### config.mk
export PLATFORM = sky130hd
export DESIGN_NAME = fc_argmax_reader
export DESIGN_NICKNAME = d
export VERILOG_FILES = /design/src/rtl/fc_argmax_reader.sv
export SDC_FILE = /design/constraint.sdc
export NUM_CORES = 1
export LEC_CHECK = 0
export ABC_AREA = 1
export ABC_CLOCK_PERIOD_IN_PS = 3600
export CORE_ASPECT_RATIO = 1.4
export CORE_MARGIN = 4
export CORE_UTILIZATION = 49
export CTS_CLUSTER_SIZE = 20
export DETAILED_ROUTE_END_ITERATION = 8
export GPL_ROUTABILITY_DRIVEN = 0
export PLACE_DENSITY = 0.85
export SETUP_SLACK_MARGIN = 0.1
export SYNTH_ARGS = -nofsm -noshare
export SYNTH_HDL_FRONTEND = slang
export SYNTH_SLANG_ARGS = --single-unit
### constraint.sdc
create_clock -name clk -period 3.6 [get_ports clk]
set_input_delay 0.9 -clock clk [delete_from_list [all_inputs] [get_ports clk]]
set_output_delay 0.9 -clock clk [all_outputs]
set_load 0.05 [all_outputs]
### src/rtl/fc_argmax_reader.sv
// Argmax reader for the final FC layer: scans OC signed Q8.8 scores one per cycle,
// reports winner index, score, margin to runner-up and a confidence flag under valid/ack.
module fc_argmax_reader #(
  parameter int unsigned OC         = 10,
  parameter int unsigned IDXW       = $clog2(OC),
  parameter int unsigned MIN_MARGIN = 256
) (
  input  logic                 clk,
  input  logic                 rst,
  input  logic                 scores_ready,
  input  logic [16*OC-1:0]     scores,
  input  logic                 result_ack,
  output logic                 result_valid,
  output logic [IDXW-1:0]      class_idx,
  output logic [15:0]          best_score,
  output logic [16:0]          margin,
  output logic                 confident,
  output logic                 busy,
  output logic                 scan_abort
);

  localparam int unsigned SW = 16;
  localparam int unsigned MW = 17;
  // cnt must reach OC: the extra SCAN cycle registers the result
  localparam int unsigned CW = $clog2(OC + 1);

  typedef enum logic [1:0] {
    IDLE     = 2'd0,
    SCAN     = 2'd1,
    DONE     = 2'd2,
    WAIT_LOW = 2'd3
  } state_t;

  state_t                state;
  logic [CW-1:0]         cnt;
  logic signed [SW-1:0]  best;
  logic signed [SW-1:0]  second;
  logic [IDXW-1:0]       best_idx;

  logic signed [SW-1:0]  cur_c;
  logic signed [MW-1:0]  diff_c;
  logic [MW-1:0]         margin_c;
  logic                  confident_c;

  // Select the score currently addressed by cnt
  always_comb begin
    cur_c = '0;
    for (int i = 0; i < int'(OC); i++) begin
      if (cnt == CW'(i)) cur_c = scores[SW*i +: SW];
    end
  end

  always_comb begin
    diff_c      = {best[SW-1], best} - {second[SW-1], second};
    margin_c    = MW'(diff_c);
    confident_c = (margin_c >= MW'(MIN_MARGIN));
  end

  always_ff @(posedge clk or posedge rst) begin
    if (rst) begin
      state        <= IDLE;
      cnt          <= '0;
      best         <= '0;
      second       <= '0;
      best_idx     <= '0;
      result_valid <= 1'b0;
      class_idx    <= '0;
      best_score   <= '0;
      margin       <= '0;
      confident    <= 1'b0;
      busy         <= 1'b0;
      scan_abort   <= 1'b0;
    end else begin
      scan_abort <= 1'b0;
      case (state)
        IDLE: begin
          if (scores_ready) begin
            state    <= SCAN;
            cnt      <= '0;
            best     <= 16'sh8000;
            second   <= 16'sh8000;
            best_idx <= '0;
            busy     <= 1'b1;
          end
        end

        SCAN: begin
          if (!scores_ready) begin
            state      <= IDLE;
            busy       <= 1'b0;
            scan_abort <= 1'b1;
          end else if (cnt == CW'(OC)) begin
            class_idx    <= best_idx;
            best_score   <= best;
            margin       <= margin_c;
            confident    <= confident_c;
            result_valid <= 1'b1;
            busy         <= 1'b0;
            state        <= DONE;
          end else begin
            // Strict compares keep the lowest index on ties
            if (cur_c > best) begin
              second   <= best;
              best     <= cur_c;
              best_idx <= IDXW'(cnt);
            end else if (cur_c > second) begin
              second <= cur_c;
            end
            cnt <= cnt + CW'(1);
          end
        end

        DONE: begin
          if (result_ack) begin
            result_valid <= 1'b0;
            state        <= scores_ready ? WAIT_LOW : IDLE;
          end
        end

        WAIT_LOW: begin
          if (!scores_ready) state <= IDLE;
        end

        default: state <= IDLE;
      endcase
    end
  end

endmodule
==> flow_metrics.py <==
metrics = {
    "status": {
        "status": "complete, but fails checks",
        "violations": "negative setup slack",
    },
    "clock_network": {
        "clock_latency_ps": 350,
        "htree_num_levels": 3,
        "cts_inserted_buffers": 9,
        "cts.path.max_buffers": 2,
        "clock_sinks": 83,
        "cts_root_buffer": "clkbuf_16",
        "cts_tree": "built",
        "hold_buffers": 0,
        "cts.reportedPaths.clkPinSlew_ps": 70,
    },
    "route": {
        "ant_nets": 0,
        "wl_per_cell_um": 17.8,
        "dr.pass1.iters": 5,
        "num_vias": 8394,
        "drc": 0,
        "avgViaCountPerCell": 5.67,
        "drtIter0Drc": 607,
        "wirelength_mm": 26.4,
    },
    "sta": {
        "rsz0062_at_grt": "true",
        "slew_violations": 0,
        "slew_headroom_pct": 35.6,
        "setup_violations": 18,
        "min_period_ps": 3680,
        "setup_ws_ps": -82.2,
        "skew_ps": 13.9,
        "timing.fmax_ghz": 0.272,
        "finalCritPeriodShare_pct": 102,
        "holdWs_ps": 480,
        "fin_tns_setup_ps": -868,
        "hold_violations": 0,
        "worstMarginPinSlew_ps": 965,
    },
    "yosys": {
        "synthAdderAreaFrac_pct": 9.66,
        "synth_warnings": 0,
        "postSynth.asyncResetShare_pct": 100,
        "synth_nets": 1247,
        "synth_edf_count": 0,
        "synth-seq-area-share_pct": 29.9,
        "synth_compound_area_share_pct": 11.4,
        "ys_ff_latch": 83,
        "yosys.area_share.simple_pct": 36.7,
        "yosysUniqueCellTypes": 43,
        "synthesis.area_mm2": 0.00694,
        "synth_area_per_cell_um2": 6.74,
        "synth-main-ff-cell": "dfrtp_1",
        "synth_top_family_by_area": "simple AND/OR/NAND/NOR gates",
        "syn_inst": 1030,
        "synth_xor_area_share_pct": 1.51,
        "synthMuxAreaShare_pct": 0.144,
    },
    "die": {
        "die_w_um": 109,
        "initial_core_util_pct": 49.9,
        "num_rows": 51,
        "die_area_mm2": 0.0162,
        "io_pins": 205,
        "core_mm2": 0.0139,
        "die_y_um": 149,
    },
    "critical_path": {
        "critPathMaxStageDelay_ps": 430,
        "startpoint_type": "register",
        "crit_buf_inv": 6,
        "worstPathArrival_ps": 3910,
        "r2r_slack_ps": -80,
        "r2r_start": "cnt[0]$_DFFE_PP0P_",
        "endpoint_kind": "register",
        "cp_max_fo": 8,
        "worstPathRequired_ps": 3830,
        "path_class": "register to register",
        "slowest_stage": "dfrtp_2",
        "rr_worst_depth": 27,
        "crit_path_frequent_cell": "nand2_1",
        "critPathTopFamily": "simple AND/OR/NAND/NOR gates",
        "timing.rr.end": "second[6]$_DFFE_PP0P_",
    },
    "cells_and_area": {
        "layout.cells.non_filler": 1481,
        "area_growth_pct": 56.3,
        "fill_cells": 951,
        "drive_gt1_share_pct": 22.8,
        "fin_nets": 1507,
        "fin_area_mm2": 0.0109,
        "multiInputGateArea_mm2": 0.00474,
        "register_area_mm2": 0.00208,
        "utilization_pct": 78.0,
    },
    "power_and_ir_drop": {
        "power_frac_comb_pct": 81.5,
        "switching_power_mw": 6.38,
        "switching_share_pct": 51.6,
        "p_leak_nw": 5.22,
        "peakVddDrop_mv": 0.652,
        "p_int_mw": 5.99,
        "p_total_mw": 12.4,
        "power_frac_seq_pct": 10.4,
        "p_per_area_mw_per_mm2": 1140,
        "p_clk_share_pct": 8.1,
    },
    "min_path": {
        "hold_class": "register to register",
        "whs_endpoint": "second[9]$_DFFE_PP0P_",
        "min-delay-start": "second[9]$_DFFE_PP0P_",
        "min_delay_path_depth": 2,
    },
    "grt": {
        "grt_pass1_wl_mm": 35.2,
        "grt_pass1_vias": 7880,
        "gr-usage-all-layers_pct": 27.3,
        "gr-total-overflow": 0,
        "antenna_found_initial": 0,
        "grt_max_degree": 84,
    },
    "placed_design": {
        "numPortBuffers": 204,
        "placed_cells": 1436,
        "place_area_mm2": 0.00955,
        "dp_hpwl_mm": 17.7,
        "dp_worst_setup_slack_ps": -406,
    },
    "job": {
        "cap_viol_max_count": 0,
    },
}
## final cells by class
cell class | instances | share of cell area [%]
repair buffers | 286 | 26.8
multi-input cells | 765 | 43.6
diodes | 1 | 0.0231
clock inverters | 7 | 0.911
clock buffers | 9 | 2.07
repair inverters | 1 | 0.0807
flip-flops and latches | 83 | 19.2
inverters | 144 | 5.22
well taps | 185 | 2.13
## power by group through the flow
stage,Sequential [mW],Combinational [mW],Clock [mW]
after detailed placement,1.29,7.25,0
after floorplan,1.60,4.39,0
after global routing,1.31,10.7,1.05
final,1.29,10.1,1.00
after CTS,1.28,7.50,1.01
after global placement,1.28,7.04,0
## cells in the final DEF (no fill, tap or decap), drive strengths merged, types with 13 or more instances in the layout
cell           instances
nand2                311
clkdlybuf4s50        204
inv                  146
nand3                146
dfrtp                 83
buf                   78
o21ai                 76
ha                    52
or2                   46
nor2                  44
a21oi                 35
o22ai                 18
clkbuf                13
## layer usage
layer / global-route usage [%] / part of all wire, %
met5: 0 / 0
met2: 50.4 / 51
met3: 4.94 / 8.3
met1: 29.8 / 34
met4: 12.7 / 6.1
## kinds of logic (layout without fill, tap and decap cells)
group                      Yosys count  count (layout)
and+or+nand+nor                    557             557
buffers and inverters              182             447
xor gates and xnor gates            12              12
adders and majority gates           53              53
AOI/OAI and AO/OA                  142             142
other                                0               1
DFF                                 83              83
muxes                                1               1
## worst register-to-register path: stages (launching register included)
cell	delay (ps)
dfrtp_2	430
buf_4	170
ha_1	260
nand2_2	170
buf_4	210
nand3_1	90
nand3_1	80
nand2_1	50
nand2_1	70
nand3_1	90
nand3_1	100
nand2_2	70
inv_2	90
ha_1	280
a21oi_2	170
o21ai_1	110
nand2_1	90
nand3_1	110
nand2_2	100
nand2_1	70
nand2_2	100
nand3_4	90
buf_6	150
nand2_4	80
buf_12	140
inv_12	50
nand2_1	70
nand2_1	70
## registers in the layout, summed over array words and instances, names as in the netlist, 2 cells and up
register    count
best           16
class_idx       4
margin         17
best_score     16
state           2
best_idx        4
cnt             4
second         16
## cell usage after synthesis, types with 5 or more instances
| cell | instances | area [um^2] |
|---|---|---|
| nand2_1 | 303 | 1140 |
| nand3_1 | 135 | 676 |
| inv_1 | 134 | 503 |
| dfrtp_1 | 83 | 2080 |
| o21ai_0 | 75 | 375 |
| ha_1 | 52 | 651 |
| nor2_1 | 37 | 139 |
| a21oi_1 | 34 | 170 |
| or2_2 | 30 | 188 |
| o22ai_1 | 18 | 113 |
| buf_2 | 17 | 85.1 |
| or2_0 | 16 | 100 |
| clkbuf_1 | 14 | 52.6 |
| inv_2 | 10 | 37.5 |
| nand3_2 | 10 | 100 |
| xnor2_1 | 8 | 70.1 |
| nand2_2 | 6 | 37.5 |
| a21o_1 | 5 | 37.5 |
| nor2_2 | 5 | 31.3 |
## worst max-delay path by stage
stage	end	cells after the start	start	slack (ps)
floorplan	second[1]$_DFFE_PP0P_	31	cnt[1]$_DFFE_PP0P_	350
global placement	second[12]$_DFFE_PP0P_	25	scores[39]	-360
detailed placement	second[14]$_DFFE_PP0P_	25	scores[39]	-410
CTS	second[0]$_DFFE_PP0P_	24	scores[39]	110
global route	second[4]$_DFFE_PP0P_	33	cnt[1]$_DFFE_PP0P_	-210
finish	second[6]$_DFFE_PP0P_	27	cnt[0]$_DFFE_PP0P_	-80
## repair_timing
item,in CTS,in global routing
setup buffers,4,19
pin swaps,2,39
endpoints found under the setup margin,35,36
cloned,0,5
resized for setup,13,156
Note: power is estimated with default switching activity, not from simulation.
